<file path="src/rtl/alu_issue_stage.sv">
// rtl/alu_issue_stage.sv - RV32I OP/OP-IMM/LUI/AUIPC decode and operand select
// into a 2-entry issue queue with valid/ready on both sides.
module alu_issue_stage #(
  parameter int XLEN     = 32,
  parameter int ALU_OP_W = 10
) (
  input  logic                clk,
  input  logic                resetn,
  input  logic                flush,
  input  logic                in_valid,
  output logic                in_ready,
  input  logic [XLEN-1:0]     in_pc,
  input  logic [31:0]         in_inst,
  output logic [4:0]          rf_raddr1,
  output logic [4:0]          rf_raddr2,
  input  logic [XLEN-1:0]     rf_rdata1,
  input  logic [XLEN-1:0]     rf_rdata2,
  output logic                out_valid,
  input  logic                out_ready,
  output logic [XLEN-1:0]     out_pc,
  output logic [ALU_OP_W-1:0] out_alu_op,
  output logic [XLEN-1:0]     out_alu_src1,
  output logic [XLEN-1:0]     out_alu_src2,
  output logic [4:0]          out_rd,
  output logic                out_rf_we,
  output logic                out_illegal
);

  // One-hot bit positions of alu_op, add in the MSB.
  localparam int OP_ADD  = 9;
  localparam int OP_SUB  = 8;
  localparam int OP_SLL  = 7;
  localparam int OP_SLT  = 6;
  localparam int OP_SLTU = 5;
  localparam int OP_XOR  = 4;
  localparam int OP_SRL  = 3;
  localparam int OP_SRA  = 2;
  localparam int OP_OR   = 1;
  localparam int OP_AND  = 0;

  localparam logic [6:0] OPC_OP    = 7'b0110011;
  localparam logic [6:0] OPC_OPIMM = 7'b0010011;
  localparam logic [6:0] OPC_LUI   = 7'b0110111;
  localparam logic [6:0] OPC_AUIPC = 7'b0010111;

  localparam logic [6:0] F7_BASE = 7'h00;
  localparam logic [6:0] F7_ALT  = 7'h20;

  typedef struct packed {
    logic [XLEN-1:0]     pc;
    logic [ALU_OP_W-1:0] alu_op;
    logic [XLEN-1:0]     src1;
    logic [XLEN-1:0]     src2;
    logic [4:0]          rd;
    logic                rf_we;
    logic                illegal;
  } entry_t;

  typedef enum logic [1:0] {
    EMPTY = 2'd0,
    ONE   = 2'd1,
    TWO   = 2'd2
  } occ_t;

  occ_t   state_q, state_d;
  entry_t head_q, tail_q;
  entry_t dec;
  logic   accept, pop;
  logic   load_head, load_tail, shift;

  logic [6:0]      opcode;
  logic [2:0]      f3;
  logic [6:0]      f7;
  logic [XLEN-1:0] imm_i, imm_u, shamt;
  logic [ALU_OP_W-1:0] op_sel;
  logic [XLEN-1:0] sel1, sel2;
  logic            legal;

  function automatic logic [ALU_OP_W-1:0] onehot(input int idx);
    logic [ALU_OP_W-1:0] r;
    r      = '0;
    r[idx] = 1'b1;
    return r;
  endfunction

  assign opcode    = in_inst[6:0];
  assign f3        = in_inst[14:12];
  assign f7        = in_inst[31:25];
  assign rf_raddr1 = in_inst[19:15];
  assign rf_raddr2 = in_inst[24:20];
  assign imm_i     = {{(XLEN-12){in_inst[31]}}, in_inst[31:20]};
  assign imm_u     = {in_inst[31:12], 12'b0};
  assign shamt     = {{(XLEN-5){1'b0}}, in_inst[24:20]};

  // Register and immediate forms share one f3 map; only OP has sub.
  always_comb begin
    op_sel = '0;
    sel1   = '0;
    sel2   = '0;
    legal  = 1'b0;
    unique case (opcode)
      OPC_OP, OPC_OPIMM: begin
        sel1  = rf_rdata1;
        sel2  = (opcode == OPC_OP) ? rf_rdata2 : imm_i;
        legal = 1'b1;
        unique case (f3)
          3'b000: begin
            if (opcode == OPC_OPIMM || f7 == F7_BASE) op_sel = onehot(OP_ADD);
            else if (f7 == F7_ALT)                    op_sel = onehot(OP_SUB);
            else                                      legal  = 1'b0;
          end
          3'b001: begin
            op_sel = onehot(OP_SLL);
            legal  = (f7 == F7_BASE);
          end
          3'b101: begin
            if (f7 == F7_BASE)     op_sel = onehot(OP_SRL);
            else if (f7 == F7_ALT) op_sel = onehot(OP_SRA);
            else                   legal  = 1'b0;
          end
          3'b010: begin
            op_sel = onehot(OP_SLT);
            legal  = (opcode == OPC_OPIMM) || (f7 == F7_BASE);
          end
          3'b011: begin
            op_sel = onehot(OP_SLTU);
            legal  = (opcode == OPC_OPIMM) || (f7 == F7_BASE);
          end
          3'b100: begin
            op_sel = onehot(OP_XOR);
            legal  = (opcode == OPC_OPIMM) || (f7 == F7_BASE);
          end
          3'b110: begin
            op_sel = onehot(OP_OR);
            legal  = (opcode == OPC_OPIMM) || (f7 == F7_BASE);
          end
          default: begin
            op_sel = onehot(OP_AND);
            legal  = (opcode == OPC_OPIMM) || (f7 == F7_BASE);
          end
        endcase
        if (opcode == OPC_OPIMM && (f3 == 3'b001 || f3 == 3'b101)) sel2 = shamt;
      end
      OPC_LUI: begin
        op_sel = onehot(OP_ADD);
        sel2   = imm_u;
        legal  = 1'b1;
      end
      OPC_AUIPC: begin
        op_sel = onehot(OP_ADD);
        sel1   = in_pc;
        sel2   = imm_u;
        legal  = 1'b1;
      end
      default: legal = 1'b0;
    endcase
  end

  // Illegal entries carry no op and no operands so execute never sees stale data.
  always_comb begin
    dec         = '0;
    dec.pc      = in_pc;
    dec.rd      = in_inst[11:7];
    dec.illegal = ~legal;
    dec.rf_we   = legal & (in_inst[11:7] != 5'd0);
    if (legal) begin
      dec.alu_op = op_sel;
      dec.src1   = sel1;
      dec.src2   = sel2;
    end
  end

  assign in_ready  = (state_q != TWO);
  assign out_valid = (state_q != EMPTY);
  assign accept    = in_valid & in_ready;
  assign pop       = out_valid & out_ready;

  always_comb begin
    state_d   = state_q;
    load_head = 1'b0;
    load_tail = 1'b0;
    shift     = 1'b0;
    if (flush) begin
      state_d = EMPTY;
    end else begin
      unique case (state_q)
        EMPTY: begin
          if (accept) begin
            state_d   = ONE;
            load_head = 1'b1;
          end
        end
        ONE: begin
          if (accept && pop) begin
            load_head = 1'b1;
          end else if (accept) begin
            state_d   = TWO;
            load_tail = 1'b1;
          end else if (pop) begin
            state_d = EMPTY;
          end
        end
        TWO: begin
          if (pop) begin
            state_d = ONE;
            shift   = 1'b1;
          end
        end
        default: state_d = EMPTY;
      endcase
    end
  end

  always_ff @(posedge clk) begin
    if (!resetn) begin
      state_q <= EMPTY;
      head_q  <= '0;
      tail_q  <= '0;
    end else begin
      state_q <= state_d;
      if (load_head)  head_q <= dec;
      else if (shift) head_q <= tail_q;
      if (load_tail)  tail_q <= dec;
    end
  end

  assign out_pc       = head_q.pc;
  assign out_alu_op   = head_q.alu_op;
  assign out_alu_src1 = head_q.src1;
  assign out_alu_src2 = head_q.src2;
  assign out_rd       = head_q.rd;
  assign out_rf_we    = head_q.rf_we;
  assign out_illegal  = head_q.illegal;

endmodule

</file>
<file path="config.mk">
export PLATFORM = sky130hd
export DESIGN_NAME = alu_issue_stage
export DESIGN_NICKNAME = d
export VERILOG_FILES = /design/src/rtl/alu_issue_stage.sv
export SDC_FILE = /design/constraint.sdc
export NUM_CORES = 1
export LEC_CHECK = 0
export CAP_MARGIN = 20
export CELL_PAD_IN_SITES_DETAIL_PLACEMENT = 0
export CELL_PAD_IN_SITES_GLOBAL_PLACEMENT = 1
export CORE_MARGIN = 2
export CORE_UTILIZATION = 39
export DETAILED_ROUTE_END_ITERATION = 16
export GPL_TIMING_DRIVEN = 0
export PLACE_DENSITY = 0.95
export SETUP_SLACK_MARGIN = 0.1
export SYNTH_ARGS = -nofsm -noshare
export SYNTH_HDL_FRONTEND = slang
export SYNTH_SLANG_ARGS = --single-unit
</file>
<file path="constraint.sdc">
create_clock -name clk -period 3.65 [get_ports clk]
set_input_delay 1.095 -clock clk [delete_from_list [all_inputs] [get_ports clk]]
set_output_delay 1.095 -clock clk [all_outputs]
set_load 0.01 [all_outputs]
</file>
==> results of run 1 <==
-- metrics by stage --
stage / setup slack [ns] / area, µm² / std cells
after floorplan: 1.142 / 9808 / 1110
after global placement: 0.03616 / 12770 / 1695
after detailed placement: 0.01755 / 12770 / 1695
after CTS: 0.2687 / 13590 / 1739
after global routing: 0.2444 / 13590 / 1740
final: 0.2739 / 13600 / 1741
-- synthesized netlist by cell type, types with 2 or more instances --
library cell    n  share of area
clkbuf_1       60          0.023
nor3_1          7         0.0036
buf_4          16          0.012
nand3_1         9         0.0046
o22ai_1        40          0.026
buf_2          31          0.016
nand3b_1        3         0.0023
o32ai_1         4         0.0036
nor4_1          2         0.0013
or3_1           4         0.0026
o31ai_1        49          0.038
o211ai_1        2         0.0015
a31o_1          2         0.0018
a21o_1          7         0.0054
nand4_1        11         0.0070
dfxtp_1       228           0.47
and3_1         14         0.0089
a31oi_1         2         0.0013
a211oi_1        2         0.0015
nor2_1         10         0.0038
nand2b_1        6         0.0038
o21ai_0         9         0.0046
a21oi_1       120          0.061
a221oi_1       20          0.018
inv_1           2        0.00077
mux2i_1        57          0.058
o2bb2ai_1      20          0.018
nand2_1       247          0.095
buf_1           5         0.0019
nor4_4          2         0.0043
or2_2           2         0.0013
a31o_2         18          0.016
a221o_1         2         0.0020
o31ai_2         2         0.0026
a32o_1         20          0.020
buf_6           4         0.0046
a22oi_1        39          0.030
nand4bb_1       3         0.0034
nor2b_1         7         0.0045
-- flip-flops by register name, indices dropped and copies added, names as in the netlist --
name,flops
out_illegal,1
out_alu_op,10
out_rf_we,1
state_q,2
out_alu_src2,32
out_pc,32
out_alu_src1,32
tail_q,113
out_rd,5
-- cells by family after synthesis --
logic type,Yosys count,synth area share
mux,58,0.05932
simple gates,336,0.1554
xor+xnor,1,0.0008931
flops,228,0.4654
compound gates,366,0.2595
buf+inv,121,0.05957
-- power by group --
part	switching [mW]	total (mW)	internal, mW
clock network	1.02	2.54	1.52
logic	0.323	0.598	0.276
registers	0.0171	2.53	2.52
total	1.36	5.67	4.31
-- worst max-delay path, stage by stage --
cell	delay [ns]
clkdlybuf4s50_1	0.54
buf_4	0.13
clkdlybuf4s50_1	0.52
-- final timing paths --
check            endpoint  slack (ns)
min reg2reg    tail_q[26]        0.45
min            tail_q[26]        0.45
max          rf_raddr2[4]        0.27
max reg2reg    tail_q[45]        1.33
-- per-layer routing --
layer  track usage  vias up  wire length [µm]
met2        0.4043      391             15930
met5             0        -                 0
met1        0.3363     4613             14960
li1              -     4633                 -
met3       0.04405       74              2323
met4        0.1042        0              1302
-- area by class of cell --
type	count	area, µm²	area share
timing repair buffer	255	2552	0.1877
sequential	228	4564	0.3357
clock buffer	38	734.5	0.05402
buffer	117	569.3	0.04187
multi-input combinational	761	4659	0.3427
inverter	4	15.01	0.001104
antenna	2	5.005	0.0003681
clock inverter	6	83.83	0.006165
tap	330	412.9	0.03037
==> flow_summary.toml, run 1 <==
[clock_tree]
cts_resized = 0
path_clk_slew_ns = 0.06
clock_sinks = 228
htree_levels = 1
cts_tree = "built"
postCtsSetupRepairBufs = 0
clockBufferDepth = 3
cts_buffers = 25
root_buffer = "clkbuf_16"
clock_latency_ns = 0.53
hold_buffers = 0

[hold_path]
min_from = "tail_q[26]"
hold_path.class = "flop to flop"
hold_depth = 2

[floorplanning]
coreArea_um2 = 24960
dieArea_um2 = 26430
die_y_um = 162.6
start_util = 0.3929
rows = 58
io_pins = 258
die_x_um = 162.6

[critical_path]
r2r-start = "state_q[1]"
crit_type = "input pin to primary output"
cp_max_fo = 3
worstSetupEndpointType = "primary output"
cp.required_ns = 2.55
r2r_cells = 5
worstSetupStartpoint = "in_inst[24]"
start_kind = "input pin"
cp.arrival_ns = 2.28

[cells_and_area]
final_cell_mix = "255 x clkdlybuf4s50_1, 247 x nand2_1, 228 x dfxtp_1"
drive_gt1_frac = 0.08659
syn2layout_area_growth_pct = 38.63
final_util = 0.5447
final_nets = 1525
nFillCells = 2339
final_common_cell = "clkdlybuf4s50_1"

[timing]
final.setup.tns_ns = 0
slew_headroom = 0.4810
hold_viol_final = 0
setup_viol = 0
rsz0062_at_grt = "no"
hold-worst-slack_ns = 0.4483
fin_skew_ns = 0.01500
finalCriticalPeriod_ns = 3.376
period_share = 0.9250
drv_slew = 0
tightest_slew_ns = 0.7785
fmax_mhz = 296.2

[pwr]
power.total_mw = 5.670
ir_drop_v = 0.0002739
powerDensity_nw_per_um2 = 417.0
leakage_nw = 4.777

[grt]
grt_pass1_vias = 9282
grt_pass1_wl_mm = 52.35
grt_max_degree = 13
grt_remaining_overflow = 0
antenna_found_initial = 2
grt_util_all_layers = 0.2520

[yosys]
yosys_warnings = 0
ys_seq_area_frac = 0.4654
synth_area_per_cell_um2 = 8.836
ys_ff_latch = 228
netlist_instances = 1110
synth_edf_count = 0
synth_area_um2 = 9808
synth_fp_nets = 1243
synthFlopType = "dfxtp_1"
async_reset_ff_frac = 0
synth.distinct_cells = 61

[place]
gp_congestion = 0.9247
dp_hpwl_mm = 25.77
portBuffers = 255

[detailed_routing]
drtIter0Drc = 678
first_pass_iters = 5
num_vias = 9711
wl_mm = 34.51
ant_nets = 0
wire_per_inst_um = 19.82
drc = 0
vias_per_cell = 5.578

[run]
maxCapViolCount = 0

[status]
outcome = "finished, final reports clean"
Note: power is estimated with default switching activity, not from simulation.
==> inputs of run 2 (changes only) <==
- PLACE_DENSITY: 0.95 -> unset
- PLACE_DENSITY_LB_ADDON: unset -> 0.1
==> run 2 against run 1 <==
Net effect:
- global-route usage rose by 0.33 points
- critical path depth is the same
- sequential power about the same
- core utilization fell by 0.18 points
- combinational power grew 0.7%
- via count fell by 1.7%
- largest cell class unchanged
- critical endpoint unchanged
- worst setup slack improved by 0.0019 ns
- first-iteration DRC count up 10%
- register-to-register slack got worse by 0.10 ns
- total power is 1.8% lower
==> flow_summary.toml, run 2 (synthesized netlist as in run 1, its figures left out) <==
[timing]
drv_slew = 0
finalCriticalPeriod_ns = 3.374
worst_slack_ns = 0.2758
fin_skew_ns = 0.006811
rsz0062_at_grt = "no"
setup_viol = 0
fmax_mhz = 296.4
final.setup.tns_ns = 0
slew_headroom = 0.4233
period_share = 0.9244
tightest_slew_ns = 0.8611
hold_viol_final = 0

[critical_path]
critPathTopFamily = "buffers and inverters"
start_kind = "input pin"
critPathBufInv = 3
worstSetupEndpointType = "primary output"
slowest_delay_ns = 0.54
cp_cell_sequence = "clkdlybuf4s50_1 > buf_4 > clkdlybuf4s50_1"
crit_path_top_delay_cell = "clkdlybuf4s50_1"
cp.arrival_ns = 2.28
crit_top_cell = "clkdlybuf4s50_1"
crit_type = "input pin to primary output"
cp.required_ns = 2.55
cp.depth = 3
cp_max_fo = 3
r2r_cells = 7

[clock_tree]
root_buffer = "clkbuf_16"
path_clk_slew_ns = 0.06
cts_resized = 0
hold_buffers = 0
clock_latency_ns = 0.52
clockBufferDepth = 3
clock_sinks = 228
htree_levels = 1
cts_tree = "built"
cts_buffers = 25
postCtsSetupRepairBufs = 0

[place]
portBuffers = 255
gp_congestion = 0.8816
dp_hpwl_mm = 25.95
dp_slack_ns = 0.02283

[detailed_routing]
ant_nets = 0
wl_mm = 35.12
num_vias = 9550
drtIter0Drc = 748
vias_per_cell = 5.504
drc = 0
wire_per_inst_um = 20.24
first_pass_iters = 5

[grt]
busiest_layer = "met2"
grt_util_all_layers = 0.2553
antenna_found_initial = 2
grt_use_met2 = 0.3981
use_met1 = 0.3582
grt_max_degree = 13
grt_pass1_vias = 8906
grt_remaining_overflow = 0
grt_use_met3 = 0.05348
grt_pass1_wl_mm = 52.47

[floorplanning]
die_y_um = 162.6
io_pins = 258
rows = 58
coreArea_um2 = 24960
dieArea_um2 = 26430
die_x_um = 162.6
start_util = 0.3929

[hold_path]
hold_depth = 2
hold_path.class = "flop to flop"

[cells_and_area]
drive_gt1_frac = 0.08612
syn2layout_area_growth_pct = 38.17
nFillCells = 2412
regMostFlops = "tail_q"
final_util = 0.5429
final_cell_mix = "255 x clkdlybuf4s50_1, 247 x nand2_1, 228 x dfxtp_1"
largest_reg_flops = 113
num_antenna_cells = 0
final_common_cell = "clkdlybuf4s50_1"
final_nets = 1525

[pwr]
ir_drop_v = 0.0003500
leakage_nw = 4.751
powerDensity_nw_per_um2 = 411.0

[status]
outcome = "finished, final reports clean"

[run]
maxCapViolCount = 0
[run 2: layout make-up]
class / count / area (µm²) / area share
Inverter: 4 / 15.01 / 0.001108
Timing Repair Buffer: 255 / 2552 / 0.1883
Clock buffer: 35 / 723.2 / 0.05337
Clock inverter: 5 / 55.05 / 0.004062
Sequential cell: 228 / 4564 / 0.3368
Buffer: 117 / 569.3 / 0.04201
Tap cell: 330 / 412.9 / 0.03047
Multi-Input combinational cell: 761 / 4659 / 0.3438
[run 2: worst paths after layout]
kind	endpoint	slack, ns	startpoint
worst max register to register	tail_q[40]	1.23	state_q[0]
worst min-delay path	tail_q[29]	0.45	tail_q[29]
worst min register to register	tail_q[29]	0.45	tail_q[29]
worst max-delay path	rf_raddr2[4]	0.28	in_inst[24]
[run 2: per-stage QoR]
stage	hold slack (ns)	cell area (µm²)	instances	power, mW
after floorplan	0.4244	9808	1110	2.840
after global placement	0.4329	12770	1695	3.182
after detailed placement	0.4385	12770	1695	3.182
after CTS	0.4515	13550	1735	5.605
after global routing	0.4686	13550	1735	5.760
final	0.4489	13550	1735	5.570
[run 2: worst reg2reg max path, stage by stage (launching register included)]
cell	delay [ns]
dfxtp_1	0.37
nor2b_1	0.15
buf_2	0.20
a31oi_1	0.73
buf_2	0.44
buf_2	0.30
nand2_1	0.10
o31ai_2	0.06
[run 2: metal layers]
layer | routed length, µm | vias to the layer above
li1 | - | 4629
met1 | 15800 | 4521
met2 | 15770 | 344
met3 | 2651 | 52
met4 | 875 | 4
met5 | 19 | -
[run 2: report_power, final]
part | total, mW | switching, mW | internal (mW)
Clock | 2.44 | 1.00 | 1.43
Combinational | 0.602 | 0.326 | 0.276
Sequential | 2.53 | 0.0156 | 2.52
==> inputs of run 3 (changes only) <==
- CORE_MARGIN: 2 -> unset
==> run 3 against run 2 <==
Net effect:
- core utilization up 1.3 points
- design area rose by 0.26%
- via count rose by 1.3%
- global-route usage grew 1.2 points
- clock skew increased by 0.017 ns
- count of clock-buffer cells in the layout is 4 higher
- worst setup slack improved by 0.031 ns
- critical path type unchanged
- critical endpoint is now rf_raddr2[1]
- largest cell class unchanged
==> flow_summary.toml, run 3 (synthesized netlist as in run 1, its figures left out) <==
[pwr]
powerDensity_nw_per_um2 = 416.2
p_switching_mw = 1.382
leakage_nw = 4.772
power.total_mw = 5.654
ir_drop_v = 0.0003371
p_comb_frac = 0.107
intPower_mw = 4.272
swShare = 0.2444
clockPowerShare = 0.445
sequentialPowerShare = 0.448

[grt]
grt_remaining_overflow = 0
antenna_found_initial = 2
use_met1 = 0.3764
grt_pass1_vias = 9134
grt_use_met3 = 0.05604
grt_use_met2 = 0.4079
grt_util_all_layers = 0.2677
grt_pass1_wl_mm = 53.63
busiest_layer = "met2"
grt_max_degree = 14

[critical_path]
cp.required_ns = 2.55
cp_cell_sequence = "clkdlybuf4s50_1 > buf_4 > clkdlybuf4s50_1"
worstSetupEndpointType = "primary output"
crit_path_top_delay_cell = "clkdlybuf4s50_1"
start_kind = "input pin"
cp_max_fo = 3
crit_top_cell = "clkdlybuf4s50_1"
critPathBufInv = 3
cp.arrival_ns = 2.25
crit_type = "input pin to primary output"
critPathTopFamily = "buffers and inverters"
slowest_delay_ns = 0.52

[detailed_routing]
num_vias = 9677
wl_mm = 35.13
vias_per_cell = 5.578
drc = 0
ant_nets = 0
wire_per_inst_um = 20.25
first_pass_iters = 5
drtIter0Drc = 647

[floorplanning]
die_x_um = 160.6
start_util = 0.4010
die_y_um = 160.6
dieArea_um2 = 25790
io_pins = 258
rows = 57
coreArea_um2 = 24460

[clock_tree]
hold_buffers = 0
root_buffer = "clkbuf_16"
path_clk_slew_ns = 0.06
htree_levels = 1
clock_latency_ns = 0.55
cts_buffers = 25
postCtsSetupRepairBufs = 0
cts_tree = "built"
clockBufferDepth = 3
clock_sinks = 228
cts_resized = 0

[place]
dp_slack_ns = -0.005202
portBuffers = 255
dp_hpwl_mm = 25.94
gp_congestion = 0.8808

[timing]
fin_skew_ns = 0.02351
finalCriticalPeriod_ns = 3.343
period_share = 0.9160
hold_viol_final = 0
rsz0062_at_grt = "no"
slew_headroom = 0.4361
worst_slack_ns = 0.3067
tightest_slew_ns = 0.8396
setup_viol = 0
fmax_mhz = 299.1
drv_slew = 0

[cells_and_area]
regMostFlops = "tail_q"
final_common_cell = "clkdlybuf4s50_1"
syn2layout_area_growth_pct = 38.53
drive_gt1_frac = 0.08659
final_cell_mix = "255 x clkdlybuf4s50_1, 247 x nand2_1, 228 x dfxtp_1"
largest_reg_flops = 113
final_nets = 1525
nFillCells = 2299

[run]
maxCapViolCount = 0

[hold_path]
hold_path.class = "flop to flop"

[status]
outcome = "finished, final reports clean"
[run 3: metrics by stage]
step / setup TNS [ns] / cell area, µm² / hold slack [ns] / cells / util
CTS: 0 / 13580 / 0.4524 / 1733 / 0.5552
detailed placement: -0.005202 / 12770 / 0.4393 / 1689 / 0.5219
global placement: 0 / 12770 / 0.4326 / 1689 / 0.5219
global route: 0 / 13580 / 0.4681 / 1734 / 0.5553
finish: 0 / 13590 / 0.4486 / 1735 / 0.5554
floorplan: 0 / 9808 / 0.4244 / 1110 / -
[run 3: worst min-delay path, stage by stage (launching register included)]
cell	delay (ns)
dfxtp_1	0.32
nand2_1	0.05
o31ai_1	0.05
[run 3: cell type report]
class                           count  area, µm²  share of cell area
Multi-Input combinational cell    761       4659              0.3429
Sequential cell                   228       4564              0.3359
Timing Repair Buffer              255       2552              0.1879
Clock buffer                       39      748.2             0.05507
Buffer                            117      569.3             0.04190
Tap cell                          324      405.4             0.02984
Clock inverter                      5      67.56            0.004973
Inverter                            4      15.01            0.001105
Antenna cell                        2      5.005           0.0003684
[run 3: routing by layer]
metal  wire, µm  up-vias
li1           -     4634
met1      15760     4646
met2      15650      337
met3       2607       60
met4       1117        0
met5          0        -
[run 3: power groups by stage]
stage / registers (mW) / logic [mW] / clock network [mW]
floorplan: 2.60 / 0.244 / 0
global placement: 2.59 / 0.595 / 0
detailed placement: 2.59 / 0.596 / 0
CTS: 2.53 / 0.598 / 2.55
global route: 2.53 / 0.643 / 2.66
finish: 2.53 / 0.603 / 2.52
[run 3: worst paths after layout]
kind,start,endpoint,slack [ns],depth (start not counted)
worst max-delay path,in_inst[21],rf_raddr2[1],0.31,3
worst min-delay path,tail_q[39],tail_q[39],0.45,2
worst max register to register,state_q[0],tail_q[43],1.28,7
worst min register to register,tail_q[39],tail_q[39],0.45,2
